### src/rtl/pattern_sort_sequencer.sv
`default_nettype none
// ============================================================================
// Module   : pattern_sort_sequencer
// Purpose  : Shares one best-of-5 pattern sorter across NGRP candidate groups.
//            On start it sweeps grp_sel twice: pass 1 picks the best pattern,
//            pass 2 picks the best pattern whose combined key lies outside a
//            +/-BUSY_SPAN window around the first. Results are published with
//            a one-cycle done pulse and held until the next frame completes.
// Ports    : clock, reset_n (async, active-low)
//            start, abort           - frame control
//            grp_sel                - group presented to the shared sorter
//            sort_pat/key/carry     - sorter result for grp_sel (same cycle)
//            busy, done             - status
//            first_*/second_*       - selected patterns, keys {grp,key}, carries
// Revision : 1.0 - initial release
// ============================================================================
module pattern_sort_sequencer #(
  parameter int NGRP      = 7,
  parameter int GRPB      = 3,
  parameter int PATB      = 11,
  parameter int KEYB      = 8,
  parameter int CARB      = 12,
  parameter int BUSY_SPAN = 4
) (
  input  logic                 clock,
  input  logic                 reset_n,
  input  logic                 start,
  input  logic                 abort,
  output logic [GRPB-1:0]      grp_sel,
  input  logic [PATB-1:0]      sort_pat,
  input  logic [KEYB-1:0]      sort_key,
  input  logic [CARB-1:0]      sort_carry,
  output logic                 busy,
  output logic                 done,
  output logic                 first_vld,
  output logic                 second_vld,
  output logic [PATB-1:0]      first_pat,
  output logic [PATB-1:0]      second_pat,
  output logic [GRPB+KEYB-1:0] first_key,
  output logic [GRPB+KEYB-1:0] second_key,
  output logic [CARB-1:0]      first_carry,
  output logic [CARB-1:0]      second_carry
);

  localparam int                 c_CKB  = GRPB + KEYB;
  localparam logic [GRPB-1:0]    c_LAST = GRPB'(NGRP - 1);
  localparam logic [c_CKB-1:0]   c_SPAN = c_CKB'(BUSY_SPAN);

  typedef enum logic [1:0] {
    IDLE  = 2'd0,
    PASS1 = 2'd1,
    PASS2 = 2'd2,
    DONE  = 2'd3
  } state_t;

  state_t             r_state;

  // Running selections for the frame in progress.
  logic               r_first_vld;
  logic [PATB-1:0]    r_first_pat;
  logic [c_CKB-1:0]   r_first_key;
  logic [CARB-1:0]    r_first_carry;
  logic               r_second_vld;
  logic [PATB-1:0]    r_second_pat;
  logic [c_CKB-1:0]   r_second_key;
  logic [CARB-1:0]    r_second_carry;

  logic [PATB-2:0]    w_cand_sk;
  logic [c_CKB-1:0]   w_cand_key;
  logic [c_CKB-1:0]   w_dist;
  logic               w_take_first;
  logic               w_take_second;
  logic               w_last;

  // Bit 0 of the pattern id is bend direction and takes no part in ranking.
  // Running registers are cleared at start, so an empty slot ranks as sk=0 and
  // "strictly greater" alone also covers the first valid candidate.
  assign w_cand_sk     = sort_pat[PATB-1:1];
  assign w_cand_key    = {grp_sel, sort_key};
  assign w_dist        = (w_cand_key >= r_first_key) ? (w_cand_key - r_first_key)
                                                     : (r_first_key - w_cand_key);
  assign w_take_first  = (w_cand_sk != '0) && (w_cand_sk > r_first_pat[PATB-1:1]);
  assign w_take_second = (w_cand_sk != '0) && (w_dist > c_SPAN) &&
                         (w_cand_sk > r_second_pat[PATB-1:1]);
  assign w_last        = (grp_sel == c_LAST);

  always_ff @(posedge clock or negedge reset_n) begin
    if (!reset_n) begin
      r_state        <= IDLE;
      grp_sel        <= '0;
      busy           <= 1'b0;
      done           <= 1'b0;
      r_first_vld    <= 1'b0;
      r_first_pat    <= '0;
      r_first_key    <= '0;
      r_first_carry  <= '0;
      r_second_vld   <= 1'b0;
      r_second_pat   <= '0;
      r_second_key   <= '0;
      r_second_carry <= '0;
      first_vld      <= 1'b0;
      first_pat      <= '0;
      first_key      <= '0;
      first_carry    <= '0;
      second_vld     <= 1'b0;
      second_pat     <= '0;
      second_key     <= '0;
      second_carry   <= '0;
    end else begin
      done <= 1'b0;
      if (abort) begin
        r_state <= IDLE;
        grp_sel <= '0;
        busy    <= 1'b0;
      end else begin
        case (r_state)
          IDLE: begin
            if (start) begin
              r_first_vld    <= 1'b0;
              r_first_pat    <= '0;
              r_first_key    <= '0;
              r_first_carry  <= '0;
              r_second_vld   <= 1'b0;
              r_second_pat   <= '0;
              r_second_key   <= '0;
              r_second_carry <= '0;
              busy           <= 1'b1;
              r_state        <= PASS1;
            end
          end

          PASS1: begin
            if (w_take_first) begin
              r_first_vld   <= 1'b1;
              r_first_pat   <= sort_pat;
              r_first_key   <= w_cand_key;
              r_first_carry <= sort_carry;
            end
            if (w_last) begin
              grp_sel <= '0;
              if (r_first_vld || w_take_first) begin
                r_state <= PASS2;
              end else begin
                // Nothing found: publish an empty result straight away.
                r_state      <= DONE;
                done         <= 1'b1;
                first_vld    <= 1'b0;
                first_pat    <= '0;
                first_key    <= '0;
                first_carry  <= '0;
                second_vld   <= 1'b0;
                second_pat   <= '0;
                second_key   <= '0;
                second_carry <= '0;
              end
            end else begin
              grp_sel <= grp_sel + GRPB'(1);
            end
          end

          PASS2: begin
            if (w_take_second) begin
              r_second_vld   <= 1'b1;
              r_second_pat   <= sort_pat;
              r_second_key   <= w_cand_key;
              r_second_carry <= sort_carry;
            end
            if (w_last) begin
              // Outputs load on entry to DONE so they are valid while done is
              // high; the final group's sample is folded in directly.
              grp_sel      <= '0;
              r_state      <= DONE;
              done         <= 1'b1;
              first_vld    <= r_first_vld;
              first_pat    <= r_first_pat;
              first_key    <= r_first_key;
              first_carry  <= r_first_carry;
              second_vld   <= w_take_second | r_second_vld;
              second_pat   <= w_take_second ? sort_pat   : r_second_pat;
              second_key   <= w_take_second ? w_cand_key : r_second_key;
              second_carry <= w_take_second ? sort_carry : r_second_carry;
            end else begin
              grp_sel <= grp_sel + GRPB'(1);
            end
          end

          DONE: begin
            r_state <= IDLE;
            busy    <= 1'b0;
          end

          default: begin
            r_state <= IDLE;
            busy    <= 1'b0;
          end
        endcase
      end
    end
  end

endmodule
`default_nettype wire

### config.mk
export PLATFORM = sky130hd
export DESIGN_NAME = pattern_sort_sequencer
export DESIGN_NICKNAME = d
export VERILOG_FILES = /design/src/rtl/pattern_sort_sequencer.sv
export SDC_FILE = /design/constraint.sdc
export NUM_CORES = 1
export LEC_CHECK = 0
export CAP_MARGIN = 20
export CORE_MARGIN = 1
export CORE_UTILIZATION = 23
export CTS_CLUSTER_SIZE = 8
export DETAILED_ROUTE_END_ITERATION = 16
export SYNTH_ARGS = -nofsm -noshare
export SYNTH_HDL_FRONTEND = slang
export SYNTH_SLANG_ARGS = --single-unit
### constraint.sdc
create_clock -name clock -period 4.2 [get_ports clock]
set_input_delay 1.05 -clock clock [delete_from_list [all_inputs] [get_ports clock]]
set_output_delay 1.05 -clock clock [all_outputs]
set_load 0.005 [all_outputs]
==> flow_metrics.env <==
export IMPL_clk_path_buf_depth=2
export IMPL_maxCapViolCount=0
export IMPL_routed_wl_mm=23.22
export IMPL_status="finished, final reports clean"
export IMPL_finalPower_mw=6.757
export IMPL_fin_crit_sh_pct=97.29
export IMPL_clkPwrFrac_pct=23.7
export IMPL_fill_cells=3480
export IMPL_ios=110
export IMPL_synth_ff_type="dfrtp_1"
export IMPL_regToRegStartpoint="grp_sel[1]$_DFFE_PN0P_"
export IMPL_dieArea_um2=35300
export IMPL_r2r_end="second_carry[2]$_DFFE_PN0P_"
export IMPL_postLayoutCellArea_um2=10650
export IMPL_clk_latency_ns=0.43
export IMPL_grt_pass1_wl_mm=37.44
export IMPL_hold_path_class="register to register"
export IMPL_crit_start="sort_key[2]"
export IMPL_end_kind="register"
export IMPL_slew_violations=0
export IMPL_drt_iter0_markers=382
export IMPL_peakVddDrop_mv=0.2272
export IMPL_synth_avg_cell_area_um2=9.350
export IMPL_num_vias=6706
export IMPL_worstSetupPathType="primary input to register"
export IMPL_p_leak_nw=4.856
export IMPL_dpl_cell_area_um2=9961
export IMPL_syn_inst=850
export IMPL_cts_made_buffers=17
export IMPL_yosysUniqueCellTypes=55
export IMPL_holdPathEnd="first_pat[6]$_DFFE_PN0P_"
export IMPL_yosysSeqAreaShare_pct=46.28
export IMPL_grt_max_degree=91
export IMPL_cts_root_buf="clkbuf_16"
export IMPL_drive_above_1_share_pct=12.56
export IMPL_pre_cts_ws_ns=-0.4264
export IMPL_ys_ff_latch=147
export IMPL_hpwl_mm=16.39
export IMPL_synth_top_area_share_pct=46.28
export IMPL_die_w_um=187.9
export IMPL_netlist_area_um2=7948
export IMPL_regToRegSetupSlack_ns=0.58
export IMPL_antenna_left=0
export IMPL_hold_depth=2
export IMPL_syn_to_final_growth_pct=34.00
export IMPL_ctsHoldBuffers=0
export IMPL_layout_common_cells="nand2_1, dfrtp_1, clkdlybuf4s50_1"
export IMPL_p_sw_share_pct=38.66
export IMPL_synthTopCellsByArea="dfrtp_1, nand2_1, ha_1"
export IMPL_vias_per_cell=4.622
export IMPL_gp_congestion=0.8549
export IMPL_clkTransAtPathRegs_ns=0.07
export IMPL_p_switching_mw=2.612
export IMPL_rows=67
export IMPL_grt_pass1_vias=6659
export IMPL_grt_remaining_overflow=0
export IMPL_portBuffers=109
export IMPL_track_usage_pct=13.45
export IMPL_worstHoldStart="first_pat[6]$_DFFE_PN0P_"
export IMPL_setup_ws_ns=0.1136
export IMPL_finalSetupViolations=0
export IMPL_area_sequential_um2=3679
export IMPL_finalCriticalPeriod_ns=4.086
export IMPL_yosysWarnings=0
export IMPL_whs_ns=0.4663
export IMPL_initial_core_util_pct=23.53
export IMPL_layout_commonest_cell="nand2_1"
export IMPL_worstMarginPinSlew_ns=0.9509
export IMPL_synth_edff_count=0
export IMPL_cp_arrival_ns=4.38
export IMPL_async_reset_ff_share_pct=100.0
export IMPL_p_comb_share_pct=45.7
export IMPL_cts_sinks=147
export IMPL_worstPathMaxFanout=12
export IMPL_cts_max_level=4
export IMPL_max_slew_margin_pct=36.61
export IMPL_finalHoldViolCount=0
export IMPL_drc_errors=0
export IMPL_diodes=0
export IMPL_reg2regPathDepth=14
export IMPL_yosysTopAreaCell="dfrtp_1"
export IMPL_core_area_um2=33780
export IMPL_fin_skew_ns=0.01335
export IMPL_pwr_density_cell_nw_per_um2=634.4
export IMPL_drt_pass1_iterations=5
export IMPL_cp_start_kind="primary input"
export IMPL_multi_input_area_um2=3936
export IMPL_die_y_um=187.9
export IMPL_routedWlPerCell_um=16.00
export IMPL_grt_antenna_before_repair=1
export IMPL_maxClockFrequency_mhz=244.7
export IMPL_synth_nets=933
export IMPL_cp_required_ns=4.49
export IMPL_cts_tree="built"
export IMPL_seq_power_share_pct=30.7
export IMPL_p_int_mw=4.144
export IMPL_fin_nets=1073
-- Yosys cell counts (2+ instances only) --
cell,instances
nand2_1,188
dfrtp_1,147
o21ai_0,70
inv_1,49
ha_1,46
clkbuf_1,39
nand3_1,39
mux2i_1,37
a22o_1,34
a31o_1,30
nor2_1,23
a21oi_1,19
o22ai_1,11
buf_2,10
o21a_1,9
xnor2_1,8
a211oi_1,6
a21o_1,6
nor2b_1,6
nor3_1,6
buf_6,5
nand2b_1,5
nand4_1,5
a31o_2,4
and3_1,4
o211ai_1,4
xor2_1,4
o21bai_1,3
a21oi_2,2
fa_1,2
o41a_1,2
o41ai_1,2
or3_1,2
or4_1,2
-- cells by family (layout without fill, tap and decap cells) --
kind of cell               after synthesis  after routing  share of synthesized area [%]
muxes                                   39             39                          4.943
DFF                                    147            147                          46.28
AOI/OAI and AO/OA                      214            214                          18.72
adders and majority gates               48             48                          7.746
xor gates and xnor gates                12             12                          1.322
buffers and inverters                  104            257                          5.542
and+or+nand+nor                        286            286                          15.44
-- metal layers --
metal | wire length (um) | share of wire (%) | GRT usage [%]
met1 | 11150 | 48 | 18.37
met2 | 10810 | 47 | 21.74
met3 | 989 | 4.3 | 2.059
met4 | 257 | 1.1 | 4.221
met5 | 10 | 0.043 | 0
-- critical path: stages --
cell,delay (ns)
clkdlybuf4s50_1,0.51
inv_1,0.09
ha_4,0.28
nor2_1,0.06
a211oi_2,0.28
o21ai_2,0.12
o21ai_4,0.31
mux2i_1,0.25
xor2_1,0.20
o2111ai_1,0.16
o311a_4,0.46
buf_12,0.17
buf_12,0.14
mux2i_2,0.18
o21ai_0,0.10
-- stage by stage --
stage,std cells,util (%),TNS (ns)
floorplan,850,-,0
global placement,1418,29.48,-23.54
detailed placement,1418,29.48,-25.05
CTS,1450,31.28,0
global route,1451,31.52,-0.008934
finish,1451,31.52,0
-- what timing repair did --
| item | 4_1_cts | 5_1_grt |
|---|---|---|
| setup buffers | 0 | 1 |
| gates resized for setup | 0 | 13 |
| endpoints found under the setup margin | 0 | 69 |
-- how the worst max path moves through the flow --
| stage | endpoint | slack (ns) | cells past startpoint |
|---|---|---|---|
| 5_1_grt | second_carry[2]$_DFFE_PN0P_ | -0.009 | 15 |
| 4_1_cts | second_carry[2]$_DFFE_PN0P_ | 0.001 | 15 |
| 3_5_place_dp | r_second_carry[2]$_DFFE_PN0P_ | -0.43 | 13 |
| 6_report | second_carry[2]$_DFFE_PN0P_ | 0.11 | 15 |
| 2_1_floorplan | r_second_pat[10]$_DFFE_PN0P_ | 0.28 | 16 |
| 3_3_place_gp | r_second_carry[0]$_DFFE_PN0P_ | -0.40 | 13 |
-- area by class of cell --
| type | instances | share of cell area (%) |
|---|---|---|
| multi-input combinational | 599 | 36.96 |
| sequential | 147 | 34.54 |
| timing repair buffer | 175 | 15.78 |
| tap | 448 | 5.263 |
| clock buffer | 17 | 3.994 |
| inverter | 50 | 1.762 |
| clock inverter | 15 | 1.703 |
-- sequential cells by signal, indices dropped and copies added (netlist names), 12 cells and up --
signal          flops
second_carry       12
first_carry        12
r_first_carry      12
r_second_carry     12
-- power by group through the flow --
stage | Sequential [mW] | Combinational, mW | Clock, mW
3_3_place_gp | 2.08 | 3.00 | 0
2_1_floorplan | 2.03 | 1.84 | 0
6_report | 2.07 | 3.08 | 1.60
4_1_cts | 2.07 | 3.05 | 1.65
5_1_grt | 2.12 | 3.41 | 1.70
3_5_place_dp | 2.09 | 3.04 | 0
(Power assumes the default switching activity.)
